===== src/rtl/sr_latch_driver.sv =====
`default_nettype none
// +-----------------------------------------------------------------------------
// | sr_latch_driver: sequences S/R setup, C pulse and S/R hold for a gated NAND
// | SR latch. Optional Q readback check enabled by macro SRL_READBACK_EN.
// | Revision: 1.0
// +-----------------------------------------------------------------------------
module sr_latch_driver #(
  parameter int unsigned SETUP_CYC = 2,
  parameter int unsigned PULSE_CYC = 3,
  parameter int unsigned HOLD_CYC  = 1
) (
  input  logic clk,
  input  logic rst,
  input  logic set_req,
  input  logic clr_req,
  input  logic q_fb,
  output logic S,
  output logic R,
  output logic C,
  output logic busy,
  output logic done,
  output logic drop,
  output logic err
);

  localparam logic [7:0] c_setup_ld = 8'(SETUP_CYC - 1);
  localparam logic [7:0] c_pulse_ld = 8'(PULSE_CYC - 1);
  localparam logic [7:0] c_hold_ld  = 8'(HOLD_CYC - 1);

  typedef enum logic [2:0] {
    ST_IDLE  = 3'd0,
    ST_SETUP = 3'd1,
    ST_PULSE = 3'd2,
    ST_HOLD  = 3'd3,
    ST_CHECK = 3'd4
  } state_t;

  state_t     state_q, state_d;
  logic [7:0] cnt_q, cnt_d;
  logic       dir_q, dir_d;
  logic       s_q, s_d, r_q, r_d, c_q, c_d;
  logic       busy_q, busy_d, done_q, done_d, drop_q, drop_d, err_q, err_d;

`ifndef SRL_READBACK_EN
  logic w_unused_q_fb;
  assign w_unused_q_fb = q_fb;
`endif

  always_comb begin
    state_d = state_q;
    cnt_d   = cnt_q;
    dir_d   = dir_q;
    s_d     = 1'b0;
    r_d     = 1'b0;
    c_d     = 1'b0;
    busy_d  = 1'b0;
    done_d  = 1'b0;
    drop_d  = 1'b0;
    err_d   = 1'b0;

    case (state_q)
      ST_IDLE: begin
        if (set_req || clr_req) begin
          // Simultaneous requests resolve to clear.
          dir_d   = ~clr_req;
          cnt_d   = c_setup_ld;
          state_d = ST_SETUP;
        end
      end
      ST_SETUP: begin
        if (cnt_q == 8'd0) begin
          cnt_d   = c_pulse_ld;
          state_d = ST_PULSE;
        end else begin
          cnt_d = cnt_q - 8'd1;
        end
      end
      ST_PULSE: begin
        if (cnt_q == 8'd0) begin
          cnt_d   = c_hold_ld;
          state_d = ST_HOLD;
        end else begin
          cnt_d = cnt_q - 8'd1;
        end
      end
      ST_HOLD: begin
        if (cnt_q == 8'd0) begin
`ifdef SRL_READBACK_EN
          state_d = ST_CHECK;
`else
          state_d = ST_IDLE;
          done_d  = 1'b1;
`endif
        end else begin
          cnt_d = cnt_q - 8'd1;
        end
      end
`ifdef SRL_READBACK_EN
      ST_CHECK: begin
        state_d = ST_IDLE;
        done_d  = 1'b1;
        err_d   = (q_fb != dir_q);
      end
`endif
      default: state_d = ST_IDLE;
    endcase

    if (state_q != ST_IDLE) begin
      drop_d = set_req | clr_req;
    end

    // Outputs are decoded from the next state so they register in step with it.
    case (state_d)
      ST_SETUP, ST_HOLD: begin
        s_d    = dir_d;
        r_d    = ~dir_d;
        busy_d = 1'b1;
      end
      ST_PULSE: begin
        s_d    = dir_d;
        r_d    = ~dir_d;
        c_d    = 1'b1;
        busy_d = 1'b1;
      end
      ST_CHECK: busy_d = 1'b1;
      default:  busy_d = 1'b0;
    endcase
  end

  always_ff @(posedge clk) begin
    if (rst) begin
      state_q <= ST_IDLE;
      cnt_q   <= 8'd0;
      dir_q   <= 1'b0;
      s_q     <= 1'b0;
      r_q     <= 1'b0;
      c_q     <= 1'b0;
      busy_q  <= 1'b0;
      done_q  <= 1'b0;
      drop_q  <= 1'b0;
      err_q   <= 1'b0;
    end else begin
      state_q <= state_d;
      cnt_q   <= cnt_d;
      dir_q   <= dir_d;
      s_q     <= s_d;
      r_q     <= r_d;
      c_q     <= c_d;
      busy_q  <= busy_d;
      done_q  <= done_d;
      drop_q  <= drop_d;
      err_q   <= err_d;
    end
  end

  assign S    = s_q;
  assign R    = r_q;
  assign C    = c_q;
  assign busy = busy_q;
  assign done = done_q;
  assign drop = drop_q;
  assign err  = err_q;

endmodule
`default_nettype wire


===== config.mk =====
export PLATFORM = sky130hd
export DESIGN_NAME = sr_latch_driver
export DESIGN_NICKNAME = d
export VERILOG_FILES = /design/src/rtl/sr_latch_driver.sv
export SDC_FILE = /design/constraint.sdc
export NUM_CORES = 1
export LEC_CHECK = 0
export ABC_AREA = 1
export CAP_MARGIN = 20
export CORE_UTILIZATION = 50
export DETAILED_ROUTE_END_ITERATION = 7
export MAX_ROUTING_LAYER = met4
export PLACE_DENSITY = 0.76
export SLEW_MARGIN = 5
export SYNTH_ARGS = -nofsm -noshare
export SYNTH_HDL_FRONTEND = slang
export SYNTH_SLANG_ARGS = --single-unit
export TNS_END_PERCENT = 5

===== constraint.sdc =====
create_clock -name clk -period 1.6 [get_ports clk]
set_input_delay 0.32 -clock clk [delete_from_list [all_inputs] [get_ports clk]]
set_output_delay 0.32 -clock clk [all_outputs]
set_load 0.02 [all_outputs]

==> results by group, run 1 <==
Floorplan
  • Die X: 45.4 um
  • Die Ht: 45.4 um
  • Initial core utilization: 53.8%
  • Die area: 2060 sq um
  • Row Count: 15
  • Io pins: 12
  • CORE AREA: 1750 sq um

Cells and area
  • Layout cells sized above 1: 12.3%
  • Most frequent cells in the layout: nand2_1, nor2_1, inv_1
  • Commonest non-fill, non-tap cell in the layout: nand2_1
  • Nets: 161
  • Syn-to-layout area delta: 17.2%
  • Final Core Density: 63.1%
  • Filler instances: 160
  • Antenna Diode Count: 0

Synth
  • Cell Area, Synth: 940 sq um
  • Post-synth EDFFs: 0
  • Synth area leader: dfxtp_1
  • Synthesized area per cell: 6.66 sq um
  • Yosys reg bits: 18
  • Most used DFF post-synth: dfxtp_1
  • Sequential area share after synthesis: 38.3%
  • Syn Inst Count: 141
  • Synth top area cells: dfxtp_1, nand2_1, nor2_1
  • Syn. warnings: 0
  • Yosys cell types: 24
  • Share of the synthesized area in the top cell type: 38.3%
  • Asr flop ratio synth: 0%

Clocking
  • CTS Hold Bufs: 0
  • CTS Sinks: 18
  • Max clock buf depth: 2
  • Postcts setup bufs: 0
  • Clock slew at reported path FFs: 0.11 ns
  • CTS tree: built
  • Root buffer cell: clkbuf_4
  • H-Tree Depth: 1
  • Total CTS buffers: 3
  • Clk_lat worst skew: 0.30 ns

Min path
  • Hold EP: cnt_q[1]$_SDFFE_PP0P_
  • Start point of the worst hold path: cnt_q[1]$_SDFFE_PP0P_
  • Hold Crit Class: flop to flop
  • Hold Path Stages: 2

Worst setup path
  • Worst path slowest cell: clkdlybuf4s50_1
  • Crit Path Class: flop to output port
  • CP max stage delay: 0.59 ns
  • R2r setup slk: 0.15 ns
  • WP data required: 1.28 ns
  • Buf/Inv on CP: 1
  • Worst setup SP type: flop
  • Endpoint class of the critical path: output port
  • CP arrival: 1.21 ns
  • Stages on the worst setup path: 1
  • RR Endpoint: cnt_q[2]$_SDFFE_PP0P_
  • Worst-path cell chain: clkdlybuf4s50_1
  • Reg-to-reg startpoint: cnt_q[1]$_SDFFE_PP0P_
  • Worst path top cell family by delay: buffers and inverters
  • Critical-path maximum fanout: 1
  • Worst reg2reg path depth: 9

Pwr
  • Pwr Total: 1.01 mW
  • Sw frac: 30.4%
  • Net Switching: 0.306 mW
  • Comb power frac: 23.4%
  • Pwr/cell area: 913 nW/um^2
  • Clk pwr share: 28.1%
  • Flop pwr share: 48.5%
  • P_int: 0.700 mW
  • Leak Pwr: 0.525 nW
  • Max VDD drop: 0.665 mV

Route
  • WL final: 1770 um
  • DRC viols: 0
  • Initial DRC count: 13
  • DRT Pass-1 Iters: 4
  • WL/cell: 9.88 um
  • Vias post-DR: 849
  • Via density per instance: 4.74
  • Post-DRT Antenna Nets: 0

Global route
  • First-pass GRT wire length: 2990 um
  • Vias in the first global route: 748
  • GRT Overall Usage: 21.4%
  • Initial antenna violation count: 0
  • Largest net degree at the start of global routing: 13
  • Total gr overflow: 0

Placed design
  • IO Port Bufs: 9
  • HPWL after detailed placement: 1310 um
  • Final RePlAce weighted congestion: 0.855

Timing
  • Fin Clk Skew: 0.00842 ns
  • Max Clock Freq: 652 MHz
  • Tcrit/Tclk final: 95.8%
  • # setup viols final: 0
  • Fin Setup TNS: 0 ns
  • RSZ-0062 raised after global routing: true
  • Fin. max-slew vios: 0
  • Period minus WS final: 1.53 ns
  • Hold Fails Final Rpt: 0

Status
  • Status: finished, final reports clean

Job
  • Maxcap violations: 0
==> flip-flops by register name, summed over array words and instances (netlist names) <==
name     cells
C            1
R            1
S            1
busy         1
cnt_q        8
dir_q        1
done         1
drop         1
state_q      3
==> worst max path at each step <==
stage                               start               endpoint  slack (ns)
finish                    drop$_SDFF_PP0_                   drop        0.07
global route        cnt_q[1]$_SDFFE_PP0P_  cnt_q[4]$_SDFFE_PP0P_      -0.004
CTS                          C$_SDFF_PP0_                      C        0.05
detailed placement                clr_req  cnt_q[7]$_SDFFE_PP0P_       -0.03
global placement                  clr_req  cnt_q[5]$_SDFFE_PP0P_        0.01
floorplan           cnt_q[0]$_SDFFE_PP0P_  cnt_q[2]$_SDFFE_PP0P_        0.22
==> cells in the mapped netlist (2+ instances only) <==
cell and count:
nand2_1 36, nor2_1 23, inv_1 19, dfxtp_1 18, nand3_1 12, nand4_1 6, a21oi_1 4, buf_4 2
nand2_2 2, nor2_2 2, nor2_4 2, nor3_1 2, o21ai_0 2
==> through the flow <==
step                instances  worst slack, ns  hold slack [ns]  area [sq um]
finish                    179           0.0672            0.487          1100
global route              179         -0.00377            0.507          1100
CTS                       179           0.0516            0.489          1100
detailed placement        175          -0.0335            0.474          1060
global placement          175           0.0147            0.456          1060
floorplan                 142            0.218            0.445           943
==> per-layer routing <==
layer / wire, um / GRT usage [%] / vias to the layer above
met5: 0 / - / -
met2: 922 / 36.2 / 16
met3: 82 / 6.00 / 2
met1: 741 / 23.8 / 372
met4: 21 / 7.88 / 0
li1: - / - / 459
==> power by group through the flow <==
stage               Clock (mW)  Sequential [mW]  Combinational [mW]
floorplan                    0            0.503               0.172
global placement             0            0.497               0.227
detailed placement           0            0.498               0.232
CTS                      0.290            0.487               0.234
global route             0.308            0.490               0.267
finish                   0.283            0.488               0.236
==> layout make-up <==
| cell class | count | area [sq um] | area share [%] |
|---|---|---|---|
| Multi-Input combinational cell | 98 | 473 | 43.0 |
| Inverter | 21 | 80.1 | 7.27 |
| Clock buffer | 4 | 36.3 | 3.30 |
| Timing Repair Buffer | 13 | 120 | 10.9 |
| Sequential cell | 18 | 360 | 32.7 |
| Tap cell | 25 | 31.3 | 2.84 |
==> cells by family after synthesis <==
group	Yosys count	synth area share [%]
AO/OA/AOI/OAI	8	5.06
adder cells (fa/ha/maj)	1	1.33
buffers and inverters	26	12.2
flip-flops	18	38.3
other	1	0.399
AND/OR/NAND/NOR	87	42.6
==> timing repair <==
| action | in CTS | in global routing |
|---|---|---|
| gates resized for setup | 0 | 1 |
| endpoints found under the setup margin | 0 | 4 |
| hold endpoints to repair | 0 | 0 |
Note: power is estimated with default switching activity, not from simulation.
==> run 2: changes to the inputs <==
--- a/config.mk
+++ b/config.mk
@@ -8,6 +8,7 @@
 export ABC_AREA = 1
 export CAP_MARGIN = 20
 export CORE_UTILIZATION = 50
+export CTS_CLUSTER_SIZE = 24
 export DETAILED_ROUTE_END_ITERATION = 7
 export MAX_ROUTING_LAYER = met4
 export PLACE_DENSITY = 0.76
==> results of run 2 <==
The final DEF is identical to that of run 1; final timing and power are the same.
